==> src/rtl/qpsk_demod_ber.sv <==
// qpsk_demod_ber: hard-decision QPSK slicer with per-frame BER accounting.
//
// Noisy signed I/Q samples are sliced on their sign bits into a 2-bit decision {I,Q}.
// Each decision is compared against transmitted reference bits held in a small FIFO.
// Symbol, bit-error and (optionally) erasure counts are accumulated over one frame.
//
// Ports:
//   clk, reset        clock; synchronous active-low reset
//   start             one-cycle pulse that (re)starts a frame from any state
//   ref_valid/bits    reference bit push {I,Q}
//   rx_valid/real/imag  channel sample, signed BI-bit I and Q
//   rx_bits(_valid)   sliced decision and its one-cycle valid pulse
//   rx_erase          decision was an erasure (0 unless ERASURE_EN)
//   sym/err/erase_count  saturating frame counters
//   busy, done        state is RUN / frame complete
//   ovf, unf          sticky FIFO overflow / underflow flags
//
// Build option: define ERASURE_EN to enable erasure detection (|sample| < ERASE_THR).
module qpsk_demod_ber #(
  parameter int unsigned BI         = 7,
  parameter int unsigned FIFO_DEPTH = 16,
  parameter int unsigned FRAME_SYMS = 320000,
  parameter int unsigned CNT_W      = 20,
  parameter int unsigned ERASE_THR  = 4
) (
  input  logic                 clk,
  input  logic                 reset,
  input  logic                 start,
  input  logic                 ref_valid,
  input  logic [1:0]           ref_bits,
  input  logic                 rx_valid,
  input  logic signed [BI-1:0] rx_real,
  input  logic signed [BI-1:0] rx_imag,
  output logic [1:0]           rx_bits,
  output logic                 rx_bits_valid,
  output logic                 rx_erase,
  output logic [CNT_W-1:0]     sym_count,
  output logic [CNT_W-1:0]     err_count,
  output logic [CNT_W-1:0]     erase_count,
  output logic                 busy,
  output logic                 done,
  output logic                 ovf,
  output logic                 unf
);

  localparam int unsigned PW = (FIFO_DEPTH > 1) ? $clog2(FIFO_DEPTH) : 1;
  localparam logic [PW:0] DepthC = (PW+1)'(FIFO_DEPTH);
  localparam logic [CNT_W-1:0] FrameC = CNT_W'(FRAME_SYMS);

  typedef enum logic [1:0] {StIdle, StRun, StDone} state_e;

  state_e state_q, state_d;

  logic [1:0]       mem_q [FIFO_DEPTH];
  logic [PW-1:0]    wr_ptr_q, wr_ptr_d, rd_ptr_q, rd_ptr_d;
  logic [PW:0]      cnt_q, cnt_d;
  logic             full_q, full_d, empty_q, empty_d;
  logic             ovf_q, ovf_d, unf_q, unf_d;
  logic             push, pop;

  logic             s1_valid_q, s1_valid_d, s1_counted_q, s1_counted_d;
  logic [1:0]       s1_bits_q, s1_bits_d, s1_ref_q, s1_ref_d;

  logic [1:0]       rx_bits_q, rx_bits_d;
  logic             rx_bits_valid_q, rx_bits_valid_d;
  logic [CNT_W-1:0] sym_q, sym_d, err_q, err_d;
  logic [1:0]       diff, n_err;

`ifdef ERASURE_EN
  localparam logic [BI-1:0] ThrC = BI'(ERASE_THR);

  logic             s1_erase_q, s1_erase_d, rx_erase_q, rx_erase_d;
  logic [CNT_W-1:0] erase_q, erase_d;

  // Most-negative code has no positive twin; clamp it to the largest positive magnitude.
  function automatic logic below_thr(logic [BI-1:0] v);
    logic [BI-1:0] mag;
    if (!v[BI-1])                             mag = v;
    else if (v == {1'b1, {(BI-1){1'b0}}})     mag = {1'b0, {(BI-1){1'b1}}};
    else                                      mag = ~v + 1'b1;
    return mag < ThrC;
  endfunction
`else
  logic unused_samples;
  assign unused_samples = ^{rx_real[BI-2:0], rx_imag[BI-2:0]};
`endif

  function automatic logic [CNT_W-1:0] sat_add(logic [CNT_W-1:0] a, logic [1:0] b);
    logic [CNT_W:0] s;
    s = {1'b0, a} + {{(CNT_W-1){1'b0}}, b};
    return s[CNT_W] ? {CNT_W{1'b1}} : s[CNT_W-1:0];
  endfunction

  always_comb begin
    state_d         = state_q;
    wr_ptr_d        = wr_ptr_q;
    rd_ptr_d        = rd_ptr_q;
    cnt_d           = cnt_q;
    full_d          = full_q;
    empty_d         = empty_q;
    ovf_d           = ovf_q;
    unf_d           = unf_q;
    s1_valid_d      = s1_valid_q;
    s1_counted_d    = s1_counted_q;
    s1_bits_d       = s1_bits_q;
    s1_ref_d        = s1_ref_q;
    rx_bits_d       = rx_bits_q;
    rx_bits_valid_d = 1'b0;
    sym_d           = sym_q;
    err_d           = err_q;
    push            = 1'b0;
    pop             = 1'b0;
    diff            = s1_bits_q ^ s1_ref_q;
    n_err           = {1'b0, diff[1]} + {1'b0, diff[0]};
`ifdef ERASURE_EN
    s1_erase_d      = s1_erase_q;
    rx_erase_d      = 1'b0;
    erase_d         = erase_q;
`endif

    if (start) begin
      // Restart from any state: pipeline and FIFO contents are dropped.
      state_d      = StRun;
      wr_ptr_d     = '0;
      rd_ptr_d     = '0;
      cnt_d        = '0;
      full_d       = 1'b0;
      empty_d      = 1'b1;
      ovf_d        = 1'b0;
      unf_d        = 1'b0;
      s1_valid_d   = 1'b0;
      s1_counted_d = 1'b0;
      sym_d        = '0;
      err_d        = '0;
`ifdef ERASURE_EN
      erase_d      = '0;
`endif
    end else if (state_q == StRun) begin
      // Stage 2: publish the decision and update the counters.
      if (s1_valid_q) begin
        rx_bits_valid_d = 1'b1;
        rx_bits_d       = s1_bits_q;
`ifdef ERASURE_EN
        rx_erase_d      = s1_erase_q;
`endif
        if (s1_counted_q) begin
          sym_d = sat_add(sym_q, 2'd1);
`ifdef ERASURE_EN
          if (s1_erase_q) erase_d = sat_add(erase_q, 2'd1);
          else            err_d   = sat_add(err_q, n_err);
`else
          err_d = sat_add(err_q, n_err);
`endif
          if (sym_d == FrameC) state_d = StDone;
        end
      end

      // Stage 1: slice the sample and pop its reference. Pushes never bypass to the pop.
      pop  = rx_valid && !empty_q;
      push = ref_valid && (!full_q || pop);
      if (ref_valid && !push)  ovf_d = 1'b1;
      if (rx_valid && empty_q) unf_d = 1'b1;

      s1_valid_d   = rx_valid;
      s1_counted_d = pop;
      s1_bits_d    = {rx_real[BI-1], rx_imag[BI-1]};
      s1_ref_d     = mem_q[rd_ptr_q];
`ifdef ERASURE_EN
      s1_erase_d   = below_thr(rx_real) || below_thr(rx_imag);
`endif

      if (push) wr_ptr_d = wr_ptr_q + 1'b1;
      if (pop)  rd_ptr_d = rd_ptr_q + 1'b1;
      if (push && !pop)      cnt_d = cnt_q + 1'b1;
      else if (pop && !push) cnt_d = cnt_q - 1'b1;
      full_d  = (cnt_d == DepthC);
      empty_d = (cnt_d == '0);
    end else begin
      s1_valid_d = 1'b0;
    end
  end

  always_ff @(posedge clk) begin
    if (!reset) begin
      state_q         <= StIdle;
      wr_ptr_q        <= '0;
      rd_ptr_q        <= '0;
      cnt_q           <= '0;
      full_q          <= 1'b0;
      empty_q         <= 1'b1;
      ovf_q           <= 1'b0;
      unf_q           <= 1'b0;
      s1_valid_q      <= 1'b0;
      s1_counted_q    <= 1'b0;
      s1_bits_q       <= '0;
      s1_ref_q        <= '0;
      rx_bits_q       <= '0;
      rx_bits_valid_q <= 1'b0;
      sym_q           <= '0;
      err_q           <= '0;
`ifdef ERASURE_EN
      s1_erase_q      <= 1'b0;
      rx_erase_q      <= 1'b0;
      erase_q         <= '0;
`endif
    end else begin
      state_q         <= state_d;
      wr_ptr_q        <= wr_ptr_d;
      rd_ptr_q        <= rd_ptr_d;
      cnt_q           <= cnt_d;
      full_q          <= full_d;
      empty_q         <= empty_d;
      ovf_q           <= ovf_d;
      unf_q           <= unf_d;
      s1_valid_q      <= s1_valid_d;
      s1_counted_q    <= s1_counted_d;
      s1_bits_q       <= s1_bits_d;
      s1_ref_q        <= s1_ref_d;
      rx_bits_q       <= rx_bits_d;
      rx_bits_valid_q <= rx_bits_valid_d;
      sym_q           <= sym_d;
      err_q           <= err_d;
`ifdef ERASURE_EN
      s1_erase_q      <= s1_erase_d;
      rx_erase_q      <= rx_erase_d;
      erase_q         <= erase_d;
`endif
    end
  end

  // Storage needs no reset: the pointers and flags define what is valid.
  always_ff @(posedge clk) begin
    if (reset && push) mem_q[wr_ptr_q] <= ref_bits;
  end

  assign rx_bits       = rx_bits_q;
  assign rx_bits_valid = rx_bits_valid_q;
  assign sym_count     = sym_q;
  assign err_count     = err_q;
  assign busy          = (state_q == StRun);
  assign done          = (state_q == StDone);
  assign ovf           = ovf_q;
  assign unf           = unf_q;
`ifdef ERASURE_EN
  assign rx_erase      = rx_erase_q;
  assign erase_count   = erase_q;
`else
  assign rx_erase      = 1'b0;
  assign erase_count   = '0;
`endif

endmodule

==> config.mk <==
export PLATFORM = sky130hd
export DESIGN_NAME = qpsk_demod_ber
export DESIGN_NICKNAME = d
export VERILOG_FILES = /design/src/rtl/qpsk_demod_ber.sv
export SDC_FILE = /design/constraint.sdc
export NUM_CORES = 1
export LEC_CHECK = 0
export ABC_CLOCK_PERIOD_IN_PS = 4350
export CAP_MARGIN = 20
export CORE_UTILIZATION = 25
export CTS_CLUSTER_DIAMETER = 60
export DETAILED_ROUTE_END_ITERATION = 10
export PLACE_DENSITY = 0.55
export SETUP_SLACK_MARGIN = 0.4
export SYNTH_ARGS = -nofsm -noshare
export SYNTH_HDL_FRONTEND = slang
export SYNTH_SLANG_ARGS = --single-unit
==> constraint.sdc <==
create_clock -name clk -period 4.35 [get_ports clk]
set_input_delay 0.6525 -clock clk [delete_from_list [all_inputs] [get_ports clk]]
set_output_delay 0.6525 -clock clk [all_outputs]
set_load 0.005 [all_outputs]
# Yosys cells after proc, flatten, opt, wreduce, memory -nomap -nowiden
# Memory sizes are Yosys's and may differ from the RTL's. A register that Yosys moved wholly into a read port is not among the register bits.
# Index checks and enable logic that the tools add are counted.
# word_totals
word_cells	77
input_bits	21
mem_bits_rw	32
ff_bits	66
memories	1
output_inout_bits	68
# mem_list
memory	words	width	read_ports	rd_ports_with_merged_regs	wr	line_no	text
mem_q	16	2	1	1	1	54	logic [1:0] mem_q [FIFO_DEPTH];
# op_classes
eq_ne	4
bitwise	4
reduce_logical	29
mux	16
n_addsub	7
# op_table
cell	n
$mux W20	2
$add A20 B1 Y21 const B	1
$add A20 B2 Y21	1
$eq A20 B19 Y1 const B	1
$mux W5	4
$mux W1	10
$reduce_and A2 Y1	5
$add A4 B1 Y4 const B	2
$reduce_and A4 Y1	2
$reduce_bool A2 Y1	4
$logic_and A1 B1 Y1	7
$reduce_and A3 Y1	2
$add A5 B1 Y5 const B	1
$eq A5 B5 Y1 const B	1
$logic_not A1 Y1	5
$logic_not A5 Y1	1
$sub A5 B1 Y5 const B	1
$not A1 Y1	3
$reduce_or A3 Y1	1
$add A1 B1 Y2	1
$eq A2 B1 Y1 const B	1
$eq A2 B2 Y1 const B	1
$reduce_or A2 Y1	1
$xor A2 B2 Y2	1
$logic_or A1 B1 Y1	1

# Depth between registers and ports, before layout
# logic_depth
depth_word	11
mapped_depth	9
depth_no_buf	9

# Worst setup path before layout
# No wires, ideal clock.
# synth_timing
path_type	reg-to-reg
startpoint	reg s1_bits_q[1]
endpoint	reg err_q[17] (netlist: err_count[17])
stages_incl_launch_ff	10
setup_slack_ps	2098
n_path_buf	0
required_time_ps	4259
setup_ps	91
arrival_ps	2161
period_less_slack_ps	2252
cell_sequence	dfxtp_1 -> xnor2_1 -> fa_1 -> inv_1 -> ha_1 -> nand4_1 -> nor4_4 -> nand2_1 -> and2_1 -> a311oi_1
# synth_between
elab_chain_len	4
# synth_lines
item	line_no	text
start, declared	62	logic [1:0] s1_bits_q, s1_bits_d, s1_ref_q, s1_ref_d;
start signal, assigned	217	s1_bits_q <= s1_bits_d;
$xor A2 B2 Y2	113	diff = s1_bits_q ^ s1_ref_q;
$add A1 B1 Y2	114	n_err = {1'b0, diff[1]} + {1'b0, diff[0]};
$add A20 B2 Y21	90	s = {1'b0, a} + {{(CNT_W-1){1'b0}}, b};
$mux W20	91	return s[CNT_W] ? {CNT_W{1'b1}} : s[CNT_W-1:0];
end signal, assigned	222	err_q <= err_d;
end, declared	66	logic [CNT_W-1:0] sym_q, sym_d, err_q, err_d;
# Every way passes these cells.
# A chain may end at the register's enable or synchronous reset.

# Final worst setup path
# Ends and elaborated chain as after synthesis.

==> summary.txt <==
Power and ir drop
  • PD cells: 308 nW/um^2
  • Pwr Total: 1.87 mW
  • Leak Pwr: 1.92 nW
  • Maximum VDD drop: 0.153 mV

CTS
  • CTS buffer count: 9
  • CTS tree: yes
  • Cts hold-fix bufs: 0
  • H-tree lvl count: 3
  • Clock root buffer: clkbuf_16
  • Reg clk slew, reported paths: 80 ps
  • Post-CTS Setup Inserts: 0
  • Skew-Pair Late Insertion Delay: 360 ps
  • Clk buf depth: 2
  • # resized after CTS: 0
  • CTS Sinks: 100

Placement
  • Placer congestion estimate: 0.856
  • DP HPWL: 8250 um
  • IO Port Bufs: 55
  • Post-Place Worst Slack: 1510 ps

Logic synthesis
  • Post-synthesis register bit count: 100
  • Register area share after synthesis: 45.6%
  • Post-synth ARST share: 0%
  • EDFF count, synth: 32
  • Yosys cell types: 62
  • Synth Instances: 518
  • Synth Area per Inst: 9.83 sq um
  • Syn Std Cell Area: 5090 sq um
  • Top FF cell, synth: dfxtp_1
  • Synth Warn #: 0

Setup path
  • Critical path capture point type: register
  • Worst path required time: 4620 ps
  • Startpoint Class: register
  • CP arrival: 3130 ps
  • CP Class: register to register
  • CP max FO: 14

STA
  • Tcrit/Tclk final: 65.6%
  • Slew @ Worst Pin: 827 ps
  • Setup TNS: 0 ps
  • Setup violations, final: 0
  • Final Max Tran Viols: 0
  • Achievable frequency: 350 MHz
  • Final hold violations: 0
  • Min Hold Slack: 470 ps
  • RSZ-0062 raised after global routing: false
  • Crit path time final: 2850 ps
  • Slew margin rel.: 44.9%
  • Slack of the critical path: 1500 ps
  • Clk_skew: 10.0 ps

Drt
  • Drt wl/cell: 14.1 um
  • Via-per-instance ratio: 4.67
  • Routed WL: 11700 um
  • Starting DRT DRC Count: 206
  • First-pass iteration count of the detailed router: 4
  • ANT nets after route: 0
  • DRC viols: 0
  • Via Count: 3860

Global route
  • First-pass GRT wire length: 18800 um
  • Met3 Use GR: 2.96%
  • Global route total overflow: 0
  • Met1 usage: 14.9%
  • Largest net degree at the start of global routing: 43
  • Tot GR Track Use: 11.8%
  • Initial antenna violation count: 0
  • Global routing usage on met2: 19.5%
  • Vias in the first global route: 3609
  • Global route hottest layer: met2

Floorplanning
  • Width of the die: 145 um
  • Core area: 19700 sq um
  • Row count: 51
  • Initial Util: 25.8%
  • Die footprint: 20900 sq um
  • # IOs: 89
  • Die Y-Extent: 145 um

Flow run
  • MaxCap Viol Count: 0

Layout
  • Synth-to-layout area growth: 19.0%
  • Inserted Diodes: 0
  • Fraction of layout cells with a size suffix above 1: 8.73%
  • Nets@finish: 587

Status
  • Status: complete, no violations

Min path
  • Min-delay worst type: register to register
## cells by family (layout without fill, tap and decap cells)
| group | count (synthesis) | after routing | share of synthesized area [%] |
|---|---|---|---|
| AO/OA/AOI/OAI | 106 | 106 | 13.6 |
| adder cells (fa/ha/maj) | 10 | 10 | 2.60 |
| multiplexers | 13 | 13 | 5.01 |
| AND/OR/NAND/NOR | 192 | 192 | 20.5 |
| buffers and inverters | 64 | 87 | 7.13 |
| other | 1 | 21 | 0.0736 |
| XOR/XNOR | 32 | 32 | 5.50 |
| flip-flops | 100 | 100 | 45.6 |
## report_power, final
group          total [mW]  leakage, nW  internal, mW  switching (mW)
Sequential          0.973        0.836         0.967         0.00618
Clock               0.819        0.150         0.453           0.367
Combinational      0.0752        0.937        0.0268          0.0485
## Yosys cell counts, drive strengths merged (2+ instances only)
cell / n / area share [%]
edfxtp: 32 / 19
nand2: 39 / 2.9
nor2: 61 / 4.5
nor2b: 4 / 0.49
nand3b: 2 / 0.29
o21a: 2 / 0.29
ha: 9 / 2.2
xor2: 16 / 2.8
nand3: 21 / 2.3
dfxtp: 68 / 27
a31oi: 11 / 1.4
mux4: 10 / 4.4
o211ai: 3 / 0.44
a211o: 2 / 0.34
nor4: 10 / 2.3
a21oi: 31 / 3.1
inv: 14 / 1.0
xnor2: 16 / 2.8
a311oi: 5 / 0.86
o221a: 3 / 0.66
and4: 3 / 0.52
mux2i: 3 / 0.59
or3: 3 / 0.37
o311ai: 2 / 0.34
a21boi: 7 / 1.0
nand2b: 5 / 0.76
nand4: 17 / 2.7
clkbuf: 16 / 1.2
buf: 34 / 4.9
o21ai: 23 / 2.3
a211oi: 8 / 1.2
nor3: 14 / 1.6
and3: 8 / 0.98
## sequential cells by signal, summed over array words and instances (netlist names), 2 cells and up
| register | count |
|---|---|
| s1_bits_q | 2 |
| state_q | 2 |
| rx_bits | 2 |
| rd_ptr_q | 4 |
| cnt_q | 5 |
| s1_ref_q | 2 |
| mem_q | 32 |
| err_count | 20 |
| wr_ptr_q | 4 |
| sym_count | 20 |
## per-stage QoR
| stage | util [%] | std cells | cell area (sq um) |
|---|---|---|---|
| finish | 30.7 | 826 | 6060 |
| detailed placement | 29.2 | 810 | 5760 |
| global placement | 29.2 | 810 | 5760 |
| floorplan | - | 538 | 5170 |
| global route | 30.7 | 826 | 6060 |
| CTS | 30.7 | 826 | 6060 |
## critical path, stage by stage (launching register included)
cell	delay, ps
dfxtp_1	330
xnor2_1	160
fa_1	440
inv_1	70
ha_1	180
nand4_1	250
nor4_4	420
nand2_1	390
and2_1	290
a311oi_1	250
## layout by cell type, fill, tap and decap left out, types with 5 or more instances in the layout
master / instances
a31oi_1: 11
xnor2_1: 16
and3_1: 8
conb_1: 21
a311oi_1: 5
nand4_1: 15
o21ai_0: 20
a21boi_0: 6
clkdlybuf4s50_1: 55
nand3_1: 20
inv_1: 13
nor2_1: 61
ha_1: 9
a21oi_1: 30
nor3_1: 12
mux4_2: 10
xor2_1: 16
clkbuf_16: 9
nand2_1: 39
edfxtp_1: 32
a211oi_1: 8
dfxtp_1: 68
## routing by layer
metal,share of wire [%],up-vias
li1,-,1914
met1,46,1837
met2,49,95
met3,4.1,14
met4,1.5,0
met5,0,-
## worst paths after layout
check,start,endpoint,slack (ps),cells after the start
setup / recovery,s1_bits_q[1]$_SDFFE_PN0P_,err_count[17]$_SDFFE_PP0P_,1500,9
setup reg to reg,s1_bits_q[1]$_SDFFE_PN0P_,err_count[17]$_SDFFE_PP0P_,1500,9
hold reg to reg,rx_bits[1]$_SDFFE_PN0P_,rx_bits[1]$_SDFFE_PN0P_,470,2
hold / removal,rx_bits[1]$_SDFFE_PN0P_,rx_bits[1]$_SDFFE_PN0P_,470,2
## final cells by class
class | instances | area, sq um
tap | 265 | 332
inverter | 14 | 52.6
sequential | 100 | 2320
timing repair buffer | 57 | 566
fill | 2009 | 13700
multi-input combinational | 374 | 2480
clock inverter | 6 | 75.1
clock buffer | 10 | 229
No activity file was read; power rests on OpenSTA's default activity.
